`config.mk`:
```
export PLATFORM = sky130hd
export DESIGN_NAME = std_onehot_pipe
export DESIGN_NICKNAME = d
export VERILOG_FILES = /design/src/rtl/std_onehot_pipe_pkg.sv /design/src/rtl/std_popcount.sv /design/src/rtl/std_onehot_pipe.sv
export SDC_FILE = /design/constraint.sdc
export NUM_CORES = 1
export LEC_CHECK = 0
export BUFFER_PORTS_ARGS = -buffer_cell sky130_fd_sc_hd__buf_2
export CAP_MARGIN = 20
export CORE_UTILIZATION = 30
export DETAILED_ROUTE_END_ITERATION = 7
export GPL_ROUTABILITY_DRIVEN = 1
export SYNTH_ARGS = -nofsm -noshare
export SYNTH_HDL_FRONTEND = slang
export SYNTH_HIERARCHICAL = 1
export SYNTH_SLANG_ARGS = --single-unit
```
`constraint.sdc`:
```
create_clock -name i_clk -period 3.3 [get_ports i_clk]
set_clock_uncertainty 0.15 [all_clocks]
set_input_delay 0.33 -clock i_clk [delete_from_list [all_inputs] [get_ports i_clk]]
set_output_delay 0.33 -clock i_clk [all_outputs]
set_load 0.01 [all_outputs]
```
`src/rtl/std_onehot_pipe_pkg.sv`:
```
// Shared types and helpers for the one-hot/popcount checking pipeline.
// Rule encoding matches the i_mode port values.
package std_onehot_pipe_pkg;

  typedef enum logic [1:0] {
    ONEHOT         = 2'd0,
    ONEHOT_OR_ZERO = 2'd1,
    ZERO           = 2'd2,
    NONE           = 2'd3
  } mode_e;

  // Bits needed to hold a population count of a w-bit vector (0..w).
  function automatic int count_width(input int w);
    return $clog2(w + 1);
  endfunction

  function automatic logic rule_violated(
    input mode_e mode,
    input logic  zero,
    input logic  onehot,
    input logic  gt_one
  );
    logic viol;
    viol = 1'b0;
    case (mode)
      ONEHOT:         viol = ~onehot;
      ONEHOT_OR_ZERO: viol = gt_one;
      ZERO:           viol = ~zero;
      default:        viol = 1'b0;
    endcase
    return viol;
  endfunction

endpackage

```
`src/rtl/std_popcount.sv`:
```
// Combinational population count built as a recursive halving tree.
// Each node also merges the zero/onehot/gt_one flags of its two halves.
module std_popcount
  import std_onehot_pipe_pkg::*;
#(
  parameter int W  = 16,
  parameter int CW = count_width(W)
) (
  input  logic [W-1:0]  data,
  output logic [CW-1:0] count,
  output logic          zero,
  output logic          onehot,
  output logic          gt_one
);

  generate
    if (W == 1) begin : g_leaf
      assign count  = CW'(data);
      assign zero   = ~data[0];
      assign onehot = data[0];
      assign gt_one = 1'b0;
    end else begin : g_node
      localparam int LW  = W / 2;
      localparam int HW  = W - LW;
      localparam int LCW = count_width(LW);
      localparam int HCW = count_width(HW);

      logic [LCW-1:0] lo_count;
      logic [HCW-1:0] hi_count;
      logic           lo_zero, lo_onehot, lo_gt_one;
      logic           hi_zero, hi_onehot, hi_gt_one;

      std_popcount #(.W(LW), .CW(LCW)) u_lo (
        .data   (data[LW-1:0]),
        .count  (lo_count),
        .zero   (lo_zero),
        .onehot (lo_onehot),
        .gt_one (lo_gt_one)
      );

      std_popcount #(.W(HW), .CW(HCW)) u_hi (
        .data   (data[W-1:LW]),
        .count  (hi_count),
        .zero   (hi_zero),
        .onehot (hi_onehot),
        .gt_one (hi_gt_one)
      );

      assign count  = CW'(lo_count) + CW'(hi_count);
      assign zero   = lo_zero & hi_zero;
      assign onehot = (lo_onehot & hi_zero) | (lo_zero & hi_onehot);
      assign gt_one = lo_gt_one | hi_gt_one | (lo_onehot & hi_onehot);
    end
  endgenerate

endmodule

```
`src/rtl/std_onehot_pipe.sv`:
```
// Checked pass-through stage: classifies each beat, carries it down a stalling
// register pipeline with its own rule, and monitors emitted violations.
module std_onehot_pipe
  import std_onehot_pipe_pkg::*;
#(
  parameter int W      = 16,
  parameter int STAGES = 2,
  parameter int ERRW   = 8,
  localparam int CW    = count_width(W)
) (
  input  logic            i_clk,
  input  logic            i_rst,
  input  logic            i_valid,
  output logic            o_ready,
  input  logic [W-1:0]    i_data,
  input  logic [1:0]      i_mode,
  output logic            o_valid,
  input  logic            i_ready,
  output logic [W-1:0]    o_data,
  output logic [CW-1:0]   o_count,
  output logic            o_zero,
  output logic            o_onehot,
  output logic            o_gt_one,
  output logic            o_viol,
  input  logic            i_clear,
  output logic            o_err_sticky,
  output logic [ERRW-1:0] o_err_count,
  output logic [W-1:0]    o_err_data
);

  typedef struct packed {
    logic          valid;
    logic [W-1:0]  data;
    logic [CW-1:0] count;
    logic          zero;
    logic          onehot;
    logic          gt_one;
    mode_e         mode;
  } slot_t;

  // An empty payload still classifies as zero.
  localparam slot_t SLOT_RESET = '{
    valid:  1'b0,
    data:   '0,
    count:  '0,
    zero:   1'b1,
    onehot: 1'b0,
    gt_one: 1'b0,
    mode:   NONE
  };

  logic [CW-1:0] in_count;
  logic          in_zero;
  logic          in_onehot;
  logic          in_gt_one;
  slot_t         in_slot;

  slot_t slot_q [STAGES];
  slot_t slot_d [STAGES];

  logic            err_sticky_q, err_sticky_d;
  logic [ERRW-1:0] err_count_q,  err_count_d;
  logic [W-1:0]    err_data_q,   err_data_d;
  logic            out_fire_viol;

  std_popcount #(.W(W), .CW(CW)) u_popcount (
    .data   (i_data),
    .count  (in_count),
    .zero   (in_zero),
    .onehot (in_onehot),
    .gt_one (in_gt_one)
  );

  always_comb begin
    in_slot        = SLOT_RESET;
    in_slot.valid  = i_valid;
    in_slot.data   = i_data;
    in_slot.count  = in_count;
    in_slot.zero   = in_zero;
    in_slot.onehot = in_onehot;
    in_slot.gt_one = in_gt_one;
    in_slot.mode   = mode_e'(i_mode);
  end

  // One global stall: the whole pipeline advances only when the tail can move.
  assign o_ready = ~slot_q[STAGES-1].valid | i_ready;

  always_comb begin
    for (int s = 0; s < STAGES; s++) begin
      slot_d[s] = slot_q[s];
    end
    if (o_ready) begin
      slot_d[0] = in_slot;
      for (int s = 1; s < STAGES; s++) begin
        slot_d[s] = slot_q[s-1];
      end
    end
  end

  always_ff @(posedge i_clk) begin
    if (!i_rst) begin
      for (int s = 0; s < STAGES; s++) begin
        slot_q[s] <= SLOT_RESET;
      end
    end else begin
      for (int s = 0; s < STAGES; s++) begin
        slot_q[s] <= slot_d[s];
      end
    end
  end

  assign o_valid  = slot_q[STAGES-1].valid;
  assign o_data   = slot_q[STAGES-1].data;
  assign o_count  = slot_q[STAGES-1].count;
  assign o_zero   = slot_q[STAGES-1].zero;
  assign o_onehot = slot_q[STAGES-1].onehot;
  assign o_gt_one = slot_q[STAGES-1].gt_one;
  assign o_viol   = slot_q[STAGES-1].valid &
                    rule_violated(slot_q[STAGES-1].mode, slot_q[STAGES-1].zero,
                                  slot_q[STAGES-1].onehot, slot_q[STAGES-1].gt_one);

  assign out_fire_viol = o_valid & i_ready & o_viol;

  // Clear is applied first so a same-cycle violation becomes the new first offender.
  always_comb begin
    err_sticky_d = err_sticky_q;
    err_count_d  = err_count_q;
    err_data_d   = err_data_q;
    if (i_clear) begin
      err_sticky_d = 1'b0;
      err_count_d  = '0;
      err_data_d   = '0;
    end
    if (out_fire_viol) begin
      if (!err_sticky_d) begin
        err_data_d = o_data;
      end
      err_sticky_d = 1'b1;
      if (err_count_d != '1) begin
        err_count_d = err_count_d + 1'b1;
      end
    end
  end

  always_ff @(posedge i_clk) begin
    if (!i_rst) begin
      err_sticky_q <= 1'b0;
      err_count_q  <= '0;
      err_data_q   <= '0;
    end else begin
      err_sticky_q <= err_sticky_d;
      err_count_q  <= err_count_d;
      err_data_q   <= err_data_d;
    end
  end

  assign o_err_sticky = err_sticky_q;
  assign o_err_count  = err_count_q;
  assign o_err_data   = err_data_q;

endmodule

```
==> run metrics, run 1 <==
outcome completed; final WL 9.82 mm; Hold Crit Class input pin to flip-flop; cell area after placement roughly 0.0048 sq mm; nature of the critical path endpoint flip-flop; synth warn 6; Synth Register Bits 79; routability cong. 0.824; post-layout min period 2.93 ns; WL/cell about 12 um; leakage power ~2.4 nW; CTS sink cnt 79; hold buffers post-CTS 0; detailed-route DRC error count 0; insertion delay to the later sink of the worst-skew pair 0.33 ns; # setup viols final 0; post-synth top area share 34.1%; critical-path maximum fanout 5; post-synthesis cell area 0.00464 sq mm; Post-Syn Nets 650; ANT cells 0; DRT iter0 DRCs 209; num rows 45; Synth async-reset ratio 0%; placed cells 781; Synth Area per Inst 7.78 sq um; H-tree Lvls 3; most frequent cells after synthesis nand2_1 (114), dfxtp_1 (79), buf_4 (69); area of the die 0.0160 sq mm; cts bufs inserted 9; root buffer cell clkbuf_16; DR vias 3624; fmax ~0.34 GHz; pin count of the biggest net entering global routing 55; # port buffers 74; hold slack 0.0547 ns; max_cap viols 0; Routed Antenna Nets 0; Longest Clk Path Bufs 2; IO Count 75; CP startpoint kind input pin; Initial Utilization 30.7%; Worst-Margin Slew 0.711 ns; Slew Limit Fails 0; layout cells sized above 1 a little over a fifth; Critical Path RT 3.42 ns; post-CTS setup repair buffer count 0; Top FF cell, synth dfxtp_1; crit path DAT approximately 3.1 ns; post-synth cell types between 40 and 50; post_cts resized 0; clock slew at reported path FFs 0.06 ns; DR pass1 iterations 4; Pwr Density about 520 mW/mm^2; Final Non-Filler Cells around 800; Core Area 0.0151 sq mm; final period utilization between 80% and 90%; peak supply drop 0.000287 V; GRT Total Usage 12.7%; Seq/Total Area, Yosys 34.1%; Synth area leaders dfxtp_1 (34%), buf_4 (11%), nand2_1 (9.2%); CTS tree built; count of final hold-check violations 0; Final nets 658; Cells after Synth 597; vias in the first global route 3293; Post-synth EDFFs 0; Vias/cell ~4.5; RSZ-0062 raised after global routing false; cell accounting for the most synthesized area dfxtp_1; Slew HR 52.5%; fin area 0.00512 sq mm; Die Width approximately 130 um; initial antenna violation count 0; Layout Area Growth over Synthesis 10.3%; critical path type input pin to flip-flop; total grt overflow 0; die height 126 um; hpwl dp 7.07 mm; most frequent cell after synthesis nand2_1; first-pass GRT wire length 16.2 mm
==> worst paths after layout <==
| path | startpoint | slack (ns) | endpoint | cells past startpoint |
|---|---|---|---|---|
| min reg2reg | slot_q[0][35] | 0.30 | slot_q[0][35] | 2 |
| max | i_data[5] | 0.37 | slot_q[0][9] | 16 |
| min | i_mode[1] | 0.05 | slot_q[0][1] | 3 |
| max reg2reg | o_err_count[1] | 1.37 | o_err_count[6] | 6 |
==> power by group <==
group          internal [mW]  leakage (nW)  total [mW]  switching [mW]
sequential              1.02         0.647        1.05          0.0337
combinational          0.243          1.57       0.545           0.303
clock                  0.703         0.160        1.07           0.369
==> placed cells by master (no fill, tap or decap), drive strengths merged, types with 2 or more instances in the layout <==
cell type and instances:
a22o 15, nand3b 2, conb 16, bufinv 2, a211o 15, xnor2 4
ha 23, o21ai 21, nor2b 5, inv 50, fa 7, nand4 19
and2 16, nand3 31, nor3 2, clkbuf 13, nor4 3, or3 2
nand2b 2, clkinv 2, buf 95, a21o 2, mux2i 3, dfxtp 79
a21oi 55, nor2 2, nand2 114
==> sequential cells by signal, indices dropped and copies added (netlist names) <==
name	flops
o_err_sticky	1
slot_q	54
o_err_data	16
o_err_count	8
==> cells by family (layout without fill, tap and decap cells) <==
group / Yosys count / in the layout / synth area share [%]
AOI/OAI and AO/OA: 113 / 113 / 15.5
xor gates and xnor gates: 4 / 4 / 0.754
adders and majority gates: 30 / 30 / 9.22
buffers and inverters: 149 / 162 / 17.8
DFF: 79 / 79 / 34.1
muxes: 4 / 4 / 0.970
other: 16 / 16 / 1.29
and+or+nand+nor: 202 / 202 / 20.4
==> per-stage QoR <==
| step | power (mW) | util, % | setup TNS, ns | setup slack [ns] |
|---|---|---|---|---|
| finish | 2.67 | 33.8 | 0 | 0.368 |
| global placement | 1.62 | 31.5 | 0 | 0.0464 |
| CTS | 2.71 | 33.6 | 0 | 0.345 |
| floorplan | 1.53 | - | 0 | 0.168 |
| detailed placement | 1.62 | 31.5 | -0.00960 | -0.00960 |
| global route | 2.84 | 33.8 | 0 | 0.149 |
==> critical path, stage by stage <==
cell      delay (ns)
buf_2           0.14
ha_1            0.28
ha_1            0.19
inv_1           0.07
fa_1            0.41
inv_1           0.09
inv_1           0.06
fa_1            0.44
inv_1           0.09
inv_1           0.06
fa_1            0.45
nor2b_1         0.11
o21ai_0         0.08
nand2b_1        0.07
nand2_1         0.05
a21oi_1         0.15
==> per-layer routing <==
metal / vias up / wire (um) / share of wire [%] / global-route usage (%)
met5: - / 0 / 0 / 0
met4: 0 / 134 / 1.4 / 5.10
met3: 9 / 422 / 4.3 / 2.87
met2: 75 / 4250 / 43 / 19.2
met1: 1628 / 5010 / 51 / 17.5
li1: 1912 / - / - / -
==> layout make-up <==
class	instances	area (sq um)
Inverter	51	191
Sequential cell	79	1580
Tap cell	188	235
Multi-Input combinational cell	369	2240
Timing Repair Buffer	95	548
Fill cell	1603	10000
Clock inverter	3	65.1
Clock buffer	13	260
(Power assumes the default switching activity.)
==> inputs of run 2 (changes only) <==
- clock period: 3.3 -> 2.5 ns (I/O delays scaled with it)
==> run 2 against run 1 <==
Against the previous run:
- the flow now finishes with violations (negative setup slack)
- global-route usage increased by 0.47 points
- cell area rose by 8.4%
- flip-flop and latch count is the same
- combinational power grew 81%
- sequential share of layout area is 2.4 points lower
- register-to-register slack worse by 0.80 ns
- largest cell class unchanged
- largest power group unchanged
- highest routed layer unchanged
==> run metrics, run 2 (synthesis gave the netlist of run 1 again) <==
Clock power frac roughly 38%; peak supply drop around 0.00028 V; Sw Ratio approximately 29%; critical path type input pin to flip-flop; Pwr Density 686 mW/mm^2; Net Switching 1.09 mW; Die Width 126 um; Worst-Margin Slew roughly 0.65 ns; Seq pwr share 36.5%; detailed-route DRC error count 0; pin count of the biggest net entering global routing 55; Most flops, register slot_q; cts bufs inserted 9; max_cap viols 0; fin area 0.00555 sq mm; # port buffers 74; routability cong. 0.769; total grt overflow 0; Core Area 0.0151 sq mm; final WL 10.3 mm; count of final hold-check violations 0; final setup margin -0.151 ns; most frequent cells in the layout nand2_1 (114), dfxtp_1 (79), buf_2 (59), a21oi_1 (52), inv_1 (32); failing checks negative setup slack; outcome complete, but fails checks; RSZ-0062 raised after global routing true; insertion delay to the later sink of the worst-skew pair 0.34 ns; num rows 45; post-route setup TNS -0.464 ns; IO Count 75; commonest non-fill, non-tap cell in the layout nand2_1; WL/cell 12.6 um; reg2reg start o_err_count[0]; DR vias 3681; vias in the first global route roughly 3400; area of the die 0.0160 sq mm; CP startpoint kind input pin; hpwl dp between 7 and 8 mm; H-tree Lvls 3; ANT cells 0; CTS tree built; Longest Clk Path Bufs 2; die height 126 um; DRT iter0 DRCs 171; final period utilization 106%; Slew Limit Fails 0; crit path DAT 2.77 ns; Vias/cell 4.53; DR pass1 iterations 4; leakage power 2.47 nW; initial antenna violation count 0; first-pass GRT wire length approximately 17 mm; number of flip-flops under the largest register name between 50 and 60; Layout Area Growth over Synthesis 19.5%; nature of the critical path endpoint flip-flop; hold path startpoint i_clear; Critical Path RT 2.62 ns; Slew HR 56.8%; Int Pwr 2.72 mW; clock slew at reported path FFs 0.06 ns; Initial Utilization 30.7%; # setup viols final 4; Hold Crit Class input pin to flip-flop; critical-path maximum fanout 2; Routed Antenna Nets 0; post-layout min period approximately 2.7 ns; CP Launch Point i_data[9]; root buffer cell clkbuf_16; CTS sink cnt 79; cell area after placement 0.00499 sq mm; layout cells sized above 1 28.8%; GRT Total Usage between 10% and 20%; Comb pwr share 25.9%; Final nets ~670; fmax 0.377 GHz
## run 2: changes by cell type in the layout (fill, tap and decap cells not counted), sizes merged
cell / delta
clkinvlp: +1
dlygate4sd3: +3
clkbuf: -4
buf: +11
inv: +3
## run 2: critical path, cell delays in order
cell,delay [ns]
buf_2,0.12
ha_4,0.27
ha_4,0.11
inv_2,0.03
fa_1,0.45
inv_2,0.08
inv_2,0.04
fa_2,0.52
inv_2,0.05
ha_4,0.22
a21o_1,0.18
a21oi_2,0.14
xnor2_1,0.13
nand2_1,0.06
a21oi_1,0.12
## run 2: power groups by stage
stage | combinational, mW | sequential [mW] | clock, mW
3_3_place_gp | 0.796 | 1.42 | 0
3_5_place_dp | 0.812 | 1.42 | 0
4_1_cts | 0.922 | 1.39 | 1.47
6_report | 0.988 | 1.39 | 1.43
5_1_grt | 1.12 | 1.40 | 1.53
2_1_floorplan | 0.653 | 1.40 | 0
## run 2: worst paths after layout
path,end,slack [ns],depth (start not counted)
hold / removal,o_err_count[3],0.13,4
setup reg to reg,o_err_count[5],0.57,6
setup / recovery,slot_q[0][8],-0.15,15
hold reg to reg,slot_q[0][33],0.30,2
## run 2: timing repair
action                                 in CTS  in global routing
setup endpoints to repair                   4                  4
buffers inserted                            2                  1
endpoints found under the hold margin       3                  0
hold buffers                                3                  0
pin swaps                                  20                 13
gates resized for setup                    32                 17
## run 2: stage by stage
stage	cells	total power, mW	utilization [%]	hold slack, ns	setup WS [ns]
6_report	812	3.81	36.6	0.133	-0.151
3_5_place_dp	790	2.23	33.0	0.294	-0.579
5_1_grt	812	4.04	36.6	0.139	-0.294
2_1_floorplan	597	2.06	-	0.224	-0.412
3_3_place_gp	790	2.21	33.0	0.286	-0.573
4_1_cts	811	3.78	36.2	0.111	-0.129
## run 2: layer usage
metal  routed length [um]  GRT usage (%)  part of all wire [%]  up-vias
li1                     -              -                     -     1944
met2                 4690           20.9                    46       64
met5                    0              0                     0        -
met4                  111           4.46                   1.1        0
met3                  371           2.99                   3.6        7
met1                 5080           17.6                    50     1666
## run 2: layout make-up
type                    count  area [sq um]
clock buffers               9           225
clock inverters             7           103
fillers                  1572          9600
inverters                  51           191
multi-input cells         369          2460
flip-flops and latches     79          1580
well taps                 188           235
repair buffers            109           751
==> inputs of run 3 (changes only) <==
- CORE_MARGIN: unset -> 2
- PLACE_DENSITY: unset -> 0.55
==> run 3 against run 2 <==
Against the previous run:
- the flow still finishes with violations (negative setup slack)
- flip-flop and latch count unchanged
- cell count is 0.37% lower
- sequential power barely moved
- power shrank 5.7%
- maximum frequency shrank 0.84%
- critical path type unchanged
- largest cell class unchanged
- largest power group is now sequential cells
==> run metrics, run 3 (synthesis gave the netlist of run 1 again) <==
reg2reg start o_err_count[1]; count of final hold-check violations 0; peak supply drop 0.000244 V; clock slew at reported path FFs 0.05 ns; met1 global-route usage 17.3%; # port buffers 74; Layout Area Growth over Synthesis 16.7%; Slew HR 42.9%; vias in the first global route 3692; final WL about 11 mm; fmax 0.374 GHz; Placement Setup Slack -0.592 ns; GRT Total Usage about an eighth; CP startpoint kind input pin; num rows 45; detailed-route DRC error count 0; Hold Path Depth 3; Most flops, register slot_q; outcome complete, but fails checks; post-layout min period between 2 and 3 ns; crit path DAT 2.78 ns; CTS sink cnt 79; commonest non-fill, non-tap cell in the layout nand2_1; ANT cells 0; DRT iter0 DRCs roughly 160; worst reg2reg path depth 6; failing checks negative setup slack; pin count of the biggest net entering global routing 55; r2r setup slk 0.52 ns; critical path type input pin to flip-flop; RSZ-0062 raised after global routing true; Final nets 669; max_cap viols 0; critical-path maximum fanout 2; most frequent cells in the layout nand2_1 (114), dfxtp_1 (79), buf_2 (60), a21oi_1 (53); insertion delay to the later sink of the worst-skew pair around 0.33 ns; Initial Utilization a little under a third; Critical Path RT 2.61 ns; WL/cell around 13 um; post-route setup TNS -0.572 ns; IO Count 75; Vias/cell 4.63; area of the die 0.0165 sq mm; final period utilization 107%; first-pass GRT wire length ~17 mm; final setup margin -0.173 ns; cts bufs inserted 9; Core Area 0.0151 sq mm; layout cells sized above 1 roughly 27%; Hold EP slot_q[0][26]; busiest grt layer met2; H-tree Lvls 3; routability cong. 0.815; leakage power between 2 and 2.5 nW; total grt overflow 0; Reg2Reg Capture Point o_err_count[3]; CTS tree built; met2 Track Usage GR 21.4%; Worst-Margin Slew 0.855 ns; met3 usage 2.70%; hold path startpoint i_valid; Routed Antenna Nets 0; initial antenna violation count 0; DR vias 3749; Die Width 128 um; die height about 130 um; Pwr Density 663 mW/mm^2; Longest Clk Path Bufs 2; # setup viols final 4; nature of the critical path endpoint flip-flop; hpwl dp 7.97 mm; Slew Limit Fails 0; root buffer cell clkbuf_16; DR pass1 iterations 4; number of flip-flops under the largest register name 54; Hold Crit Class input pin to flip-flop
[run 3: metal layers]
layer / wire, um / vias up / part of all wire (%)
met4: 81 / 0 / 0.77
met5: 0 / - / 0
met1: 4970 / 1736 / 47
met2: 5000 / 74 / 47
met3: 499 / 8 / 4.7
li1: - / 1931 / -
[run 3: power by group]
part	internal, mW	leakage, nW	switching, mW	total [mW]
combinational	0.444	1.64	0.489	0.932
sequential	1.34	0.647	0.0473	1.39
clock	0.795	0.146	0.475	1.27
total	2.58	2.43	1.01	3.59
[run 3: cell type report]
type | instances | area [sq um]
Fill cell | 1593 | 9730
Multi-Input combinational cell | 369 | 2420
Sequential cell | 79 | 1580
Timing Repair Buffer | 106 | 699
Clock buffer | 12 | 246
Tap cell | 188 | 235
Inverter | 51 | 191
Clock inverter | 4 | 45.0
[run 3: worst max-delay path by stage]
stage                   endpoint  cells after the start       start
finish              slot_q[0][8]                     15   i_data[0]
global route        slot_q[0][8]                     15   i_data[0]
CTS                 slot_q[0][8]                     15   i_data[2]
detailed placement  slot_q[0][8]                     15  i_data[15]
global placement    slot_q[0][8]                     15  i_data[14]
floorplan           slot_q[0][8]                     15  i_data[14]
[run 3: per-stage QoR]
step,hold WS [ns],cells,area [sq um],util (%),power (mW)
global route,0.0446,809,5420,35.8,3.82
finish,0.0443,809,5420,35.8,3.59
floorplan,0.224,597,4810,-,2.06
detailed placement,0.297,788,4960,32.8,2.24
CTS,0.0353,808,5330,35.2,3.58
global placement,0.292,788,4960,32.8,2.20
[run 3: what timing repair did]
| action | 4_1_cts | 5_1_grt |
|---|---|---|
| hold buffers | 2 | 0 |
| gates resized for setup | 12 | 29 |
| pin swaps | 14 | 20 |
| hold endpoints to repair | 2 | 0 |
| setup buffers | 2 | 1 |
| gates cloned | 0 | 0 |
| endpoints found under the setup margin | 4 | 4 |
[run 3: critical path, stage by stage]
cell and delay [ns]:
buf_8 0.10, ha_4 0.26, ha_4 0.12, inv_2 0.03, fa_1 0.44, inv_2 0.08, inv_2 0.04, fa_1 0.52
inv_2 0.06, ha_4 0.23, a21o_1 0.18, a21oi_2 0.12, xnor2_1 0.12, nand2_1 0.08, a21oi_2 0.14
